--- src/rtl/id_stage.sv ---
// id_stage: RV32I decode stage holding one instruction, driving register-file selects and forwarding same-edge writeback into the ID/EX operands
module id_stage (
  input  logic        clk,
  input  logic        rst,
  input  logic        if_valid,
  input  logic [31:0] if_inst,
  input  logic [31:0] if_pc,
  output logic        id_ready,
  output logic [4:0]  rs1_s,
  output logic [4:0]  rs2_s,
  input  logic [31:0] rs1_v,
  input  logic [31:0] rs2_v,
  input  logic        wb_we,
  input  logic [4:0]  wb_rd_s,
  input  logic [31:0] wb_rd_v,
  input  logic        flush,
  input  logic        ex_ready,
  output logic        ex_valid,
  output logic [31:0] ex_inst,
  output logic [31:0] ex_pc,
  output logic [4:0]  ex_rs1_s,
  output logic [4:0]  ex_rs2_s,
  output logic [4:0]  ex_rd_s,
  output logic [31:0] ex_rs1_v,
  output logic [31:0] ex_rs2_v,
  output logic [31:0] ex_imm
);
  localparam logic [31:0] NOP = 32'h00000013;
  logic        hold_valid;
  logic [31:0] hold_inst;
  logic [31:0] hold_pc;
  logic        byp1;
  logic        byp2;
  logic [31:0] byp1_v;
  logic [31:0] byp2_v;
  logic        can_cap;
  logic        cap;
  logic [6:0]  op;
  logic [31:0] i;
  assign id_ready = !hold_valid || ex_ready;
  assign can_cap  = if_valid && id_ready;
  assign cap      = can_cap && !flush;
  assign rs1_s    = can_cap ? if_inst[19:15] : hold_inst[19:15];
  assign rs2_s    = can_cap ? if_inst[24:20] : hold_inst[24:20];
  always_ff @(posedge clk) begin
    if (rst) begin
      hold_valid <= 1'b0;
      hold_inst  <= NOP;
      hold_pc    <= '0;
      byp1       <= 1'b0;
      byp2       <= 1'b0;
    end else begin
      hold_valid <= !flush && (cap || (hold_valid && !ex_ready));
      if (cap) begin
        hold_inst <= if_inst;
        hold_pc   <= if_pc;
      end
      byp1 <= wb_we && wb_rd_s != 5'd0 && wb_rd_s == rs1_s;
      byp2 <= wb_we && wb_rd_s != 5'd0 && wb_rd_s == rs2_s;
    end
  end
  always_ff @(posedge clk) begin
    byp1_v <= wb_rd_v;
    byp2_v <= wb_rd_v;
  end
  assign ex_valid = hold_valid;
  assign ex_inst  = hold_inst;
  assign ex_pc    = hold_pc;
  assign ex_rs1_s = hold_inst[19:15];
  assign ex_rs2_s = hold_inst[24:20];
  assign ex_rd_s  = hold_inst[11:7];
  assign ex_rs1_v = byp1 ? byp1_v : rs1_v;
  assign ex_rs2_v = byp2 ? byp2_v : rs2_v;
  assign i        = hold_inst;
  assign op       = hold_inst[6:0];
  always_comb
    ex_imm = (op == 7'b0010011 || op == 7'b0000011 || op == 7'b1100111) ? {{20{i[31]}}, i[31:20]} :
             (op == 7'b0100011) ? {{20{i[31]}}, i[31:25], i[11:7]} :
             (op == 7'b1100011) ? {{19{i[31]}}, i[31], i[7], i[30:25], i[11:8], 1'b0} :
             (op == 7'b0110111 || op == 7'b0010111) ? {i[31:12], 12'b0} :
             (op == 7'b1101111) ? {{11{i[31]}}, i[31], i[19:12], i[20], i[30:21], 1'b0} :
             32'd0;
endmodule

--- config.mk ---
export PLATFORM = sky130hd
export DESIGN_NAME = id_stage
export DESIGN_NICKNAME = d
export VERILOG_FILES = /design/src/rtl/id_stage.sv
export SDC_FILE = /design/constraint.sdc
export NUM_CORES = 1
export LEC_CHECK = 0
export CORE_AREA = 2 2 140 142
export CTS_BUF_LIST = sky130_fd_sc_hd__clkbuf_8
export DETAILED_ROUTE_END_ITERATION = 10
export DIE_AREA = 0 0 142 144
export PLACE_DENSITY = 0.73
export SETUP_SLACK_MARGIN = 0.1
export SLEW_MARGIN = 20
export SYNTH_ARGS = -nofsm -noshare
export SYNTH_HDL_FRONTEND = slang
export SYNTH_SLANG_ARGS = --single-unit
--- constraint.sdc ---
create_clock -name clk -period 1.9 [get_ports clk]
set_clock_uncertainty 0.15 [all_clocks]
set_input_delay 0.19 -clock clk [delete_from_list [all_inputs] [get_ports clk]]
set_output_delay 0.19 -clock clk [all_outputs]
set_load 0.1 [all_outputs]
Word level (Yosys, flattened, before mapping)
Index checks and enable logic that the tools add are counted.

operators by class
  reductions and logical operators = 16
  eq/ne operators = 10
  mux-type cells = 9

operator list
  kind                                                 count
  two-way mux 32 bit                                   7
  equality test 7 bit, second input constant           3
  equality test 7 x 5 -> 1 bit, second input constant  2
  equality test 7 x 6 -> 1 bit, second input constant  2
  equality test 5 bit                                  2
  two-way mux 5 bit                                    2
  equality test 7 x 2 -> 1 bit, second input constant  1
  logical AND 1 bit                                    7
  logical OR 1 bit                                     5
  nonzero test 5 bit                                   1
  logical NOT 1 bit                                    3

storage, ports and cells
  register bits = 99
  bits of input ports = 171
  logic and storage cells = 41

Depth between registers and ports, before layout
Gate-level depths: netlist of the first run.

  word-level depth = 6
  depth in mapped cells = 7
  gate-level depth less buffers = 5

Worst setup path after synthesis of the first run
Ideal clock, no wire load.

  path kind = reg-to-output
  from = reg hold_inst[0] (netlist: ex_inst[0])
  to = out ex_imm[21]
  required time = 1.560 ns
  path slack = -1.197 ns
  cell stages (with the launch flop) = 6
  path buffers = 1
  arrival = 2.757 ns
  cells stage by stage = dfxtp_1 nand2_1 nor2_1 and4_1 clkbuf_1 a21o_1

on the way
  cells in the longest elaborated chain, start to end = 6

ends and longest elaborated chain
  what                                                           RTL line  source
  from (decl)                                                    30        logic [31:0] hold_inst;
  from (signal assigned)                                         55        hold_inst <= if_inst;
  equality test 7 bit, or another cell as far along              81        (op == 7'b1101111) ? {{11{i[31]}}, i[31], i[19:12], i[20], i[30:21], 1'b0} :
  two-way mux 32 bit / logical OR 1 bit (equally long branches)  81, 80
  two-way mux 32 bit                                             80        (op == 7'b0110111 || op == 7'b0010111) ? {i[31:12], 12'b0} :
  two-way mux 32 bit                                             79        (op == 7'b1100011) ? {{19{i[31]}}, i[31], i[7], i[30:25], i[11:8], 1'b0} :
  two-way mux 32 bit                                             78        (op == 7'b0100011) ? {{20{i[31]}}, i[31:25], i[11:7]} :
  two-way mux 32 bit *                                           77        ex_imm = (op == 7'b0010011 || op == 7'b0000011 || op == 7'b1100111) ? {{20{i[31]}}, i[31:20]} :
  to (decl)                                                      26        output logic [31:0] ex_imm

Every way passes the cells marked *; elsewhere a longest branch is shown, timed or not.

Final worst setup path of the first run
  from = reg hold_inst[5] (netlist: ex_inst[5])
  to = out ex_imm[26]

Same word-level chain as after synthesis.

==> qor.txt, run 1 <==
Critical path startpoint: ex_inst[5]
Ys Warns: 0
Slew of the pin with the lowest slew margin: 0.407 ns
Final min period: 2.21 ns
Yosys top cell by area: dfxtp_1
Area of the die: 20400 um2
Comb pwr share: 0.483
Pwr per Cell Area: 627 nW/um2
Count leader, synth: nand2_1
# fillers: 1505
Cell Area, Synth: 4600 um2
Crit. End Element: primary output
Seq cells post-synth: 99
Sequential share of power: 0.323
Vias in the first global route: 5426
Int Power: 4000 uW
Final wirelength: 22900 um
Worst-path clk slew: 0.10 ns
H-Tree Level Count: 3
DR pass1 iterations: 5
Pins Over Slew Limit: 0
CP most frequent cell: buf_12
Buf/Inv on CP: 2
Grt met1 use: 0.209
Status: finished with violations
VDD IR-drop max: 412 uV
R2R depth: 8
Crit path to: ex_imm[26]
Area taken by multi-input logic gates: 3080 um2
Non-Filler Instances: 1158
Share of layout cells above drive strength 1: 0.493
Critical-path top delay cell: dfxtp_4
Total Power: 7040 uW
Die Width: 142 um
Mapped Nets: 687
Die Span Y: 144 um
Routed length per placed instance: 19.8 um
Startpoint types: flip-flop
Total CTS buffers: 9
Relative slew margins: 0.728
Met3 track demand over resource: 0.0825
Crit. path cell count: 6
Synth cell count leaders: nand2_1, dfxtp_1, mux2_2, a21oi_1, buf_2
Hpwl dp: 17100 um
Failing checks: setup timing
Clock share of power: 0.194
Synth top area share: 0.431
Switching pwr: 3040 uW
Placed cell area: 10200 um2
Grt peak-use layer: met2
CTS Buffer Depth: 2
Final Wtd Congestion: 0.794
Seq/Total Area, Yosys: 0.431
Post-synth EDFFs: 0
Grt met2 use: 0.401
Total of max-cap violations: 0
Worst r2r src: ex_valid
Pleak: 0.00471 uW
Post-CTS Hold Buffers: 0
DRC: 0
Final worst slack: -0.310 ns
Crit path DAT: 1.87 ns
Total global routing overflow: 0
Hold crit path type: in -> reg
Fin area: 11200 um2
CTS Sinks: 99
Async SR Flop Fraction: 0
Initial antenna violation count: 6
Vias post-DR: 5378
FP Rows: 51
R2r setup slk: 0.06 ns
CTS tree: built
Reg-to-reg endpoint: ex_inst[6]
Top-Level Pins: 358
Post-synthesis cell type count: 42
Clock Root Buffer: clkbuf_8
Clock Latency Late Sink: 0.39 ns
Cell chain of the critical path: nor2b_4 > o221ai_2 > a211oi_4 > buf_12 > a21o_4 > buf_12
Reg area: 2030 um2
Crit Path Category: reg -> out
Final net count: 1080
P&R area growth vs syn: 144%
Synth Area per Inst: 8.92 um2
Synth area leaders: dfxtp_1, mux2_2, nand2_1, a21oi_1, a21o_1
CP Max Fanout: 11
Crit-path leading delay family: compound AO/OA/AOI/OAI gates
Final worst path period share: 1.16
1st-iter DRT viols: 120
Peak Freq: 452 MHz
Largest net degree at the start of global routing: 47
First-pass GRT wire length: 32400 um
Core Area: 19100 um2
Cells after Synth: 516
GRT Util Overall: 0.213
Switching Share: 0.432
CP required: 1.56 ns
Unrepaired setup endpoints after global routing: yes
CP max stage delay: 0.38 ns
Initial core utilization: 0.241
Primary FF master, synth: dfxtp_1
Via-per-instance ratio: 4.64
Final Hold Fails: 0
Routed Antenna Nets: 0
Number of port buffers: 357
Setup violators final: 43
Placed Instances: 1107
==> cell usage in the layout, fill, tap and decap left out, types with 8 or more instances in the layout <==
cell / instances
dfxtp_4: 12
nand2_1: 112
a21o_4: 19
buf_6: 13
clkbuf_8: 9
nand2_4: 12
nand2_2: 16
clkdlybuf4s50_1: 168
mux2_4: 74
dfxtp_1: 82
a21oi_1: 62
xor2_1: 8
buf_12: 143
buf_4: 98
==> routing by layer <==
layer / vias up / wire length [um]
met2: 246 / 12500
met3: 39 / 1970
met5: - / 12
met1: 2546 / 7690
met4: 2 / 734
li1: 2545 / -
==> worst min-delay path by stage <==
stage	from	to	slack (ns)	depth (start not counted)
final	rst	ex_inst[31]	0.01	2
after global routing	rst	ex_pc[24]	0.02	2
after CTS	rst	ex_pc[30]	0.003	2
after detailed placement	ex_pc[30]	ex_pc[30]	0.30	2
after global placement	ex_pc[30]	ex_pc[30]	0.29	2
after floorplan	wb_rd_v[0]	byp2_v[0]	0.07	0
==> flip-flops by register name, indices dropped and copies added (netlist names) <==
signal / cells
ex_pc: 32
ex_inst: 32
ex_valid: 1
byp2: 1
byp2_v: 32
byp1: 1
==> stage by stage <==
step / util / TNS [ns] / worst slack, ns / hold WS (ns)
floorplan: - / -4.23 / -0.204 / 0.0677
global route: 0.589 / -15.22 / -0.440 / 0.0205
CTS: 0.575 / -11.64 / -0.329 / 0.00330
finish: 0.589 / -9.31 / -0.310 / 0.0115
detailed placement: 0.534 / -1.06 / -0.0645 / 0.297
global placement: 0.534 / -0.0757 / -0.0440 / 0.292
==> layout make-up <==
| cell class | instances | share of cell area |
|---|---|---|
| inverters | 5 | 0.00167 |
| clock buffers | 9 | 0.0110 |
| repair buffers | 430 | 0.499 |
| well taps | 238 | 0.0265 |
| flip-flops and latches | 99 | 0.181 |
| diodes | 6 | 0.00134 |
| clock inverters | 7 | 0.00490 |
| multi-input cells | 364 | 0.274 |
==> what timing repair did <==
item                                    4_1_cts  5_1_grt
cloned                                        6        1
buffers inserted                             14        9
pin swaps                                     2       29
resized for setup                            84       51
endpoints found under the setup margin      106      106
==> power groups by stage <==
stage | registers (uW) | clock network, uW | logic, uW
after floorplan | 2750 | 0 | 1500
after global placement | 2310 | 0 | 3230
after detailed placement | 2310 | 0 | 3260
after CTS | 2270 | 1410 | 3360
after global routing | 2290 | 1500 | 3510
final | 2270 | 1370 | 3400
==> kinds of logic (layout without fill, tap and decap cells) <==
logic type             count (synthesis)  after routing  share of synthesized area
flip-flops                            99             99                      0.431
AO/OA/AOI/OAI                        102            102                      0.136
other                                  0              6                          0
buffers and inverters                 54            451                     0.0636
AND/OR/NAND/NOR                      176            177                      0.168
XOR/XNOR                              11             11                     0.0209
multiplexers                          74             74                      0.181
Note: power is estimated with default switching activity, not from simulation.
==> inputs of run 2 (changes only) <==
- ABC_CLOCK_PERIOD_IN_PS: unset -> 1900
==> results of run 2 <==
The final DEF is identical to that of run 1; final timing and power are the same.
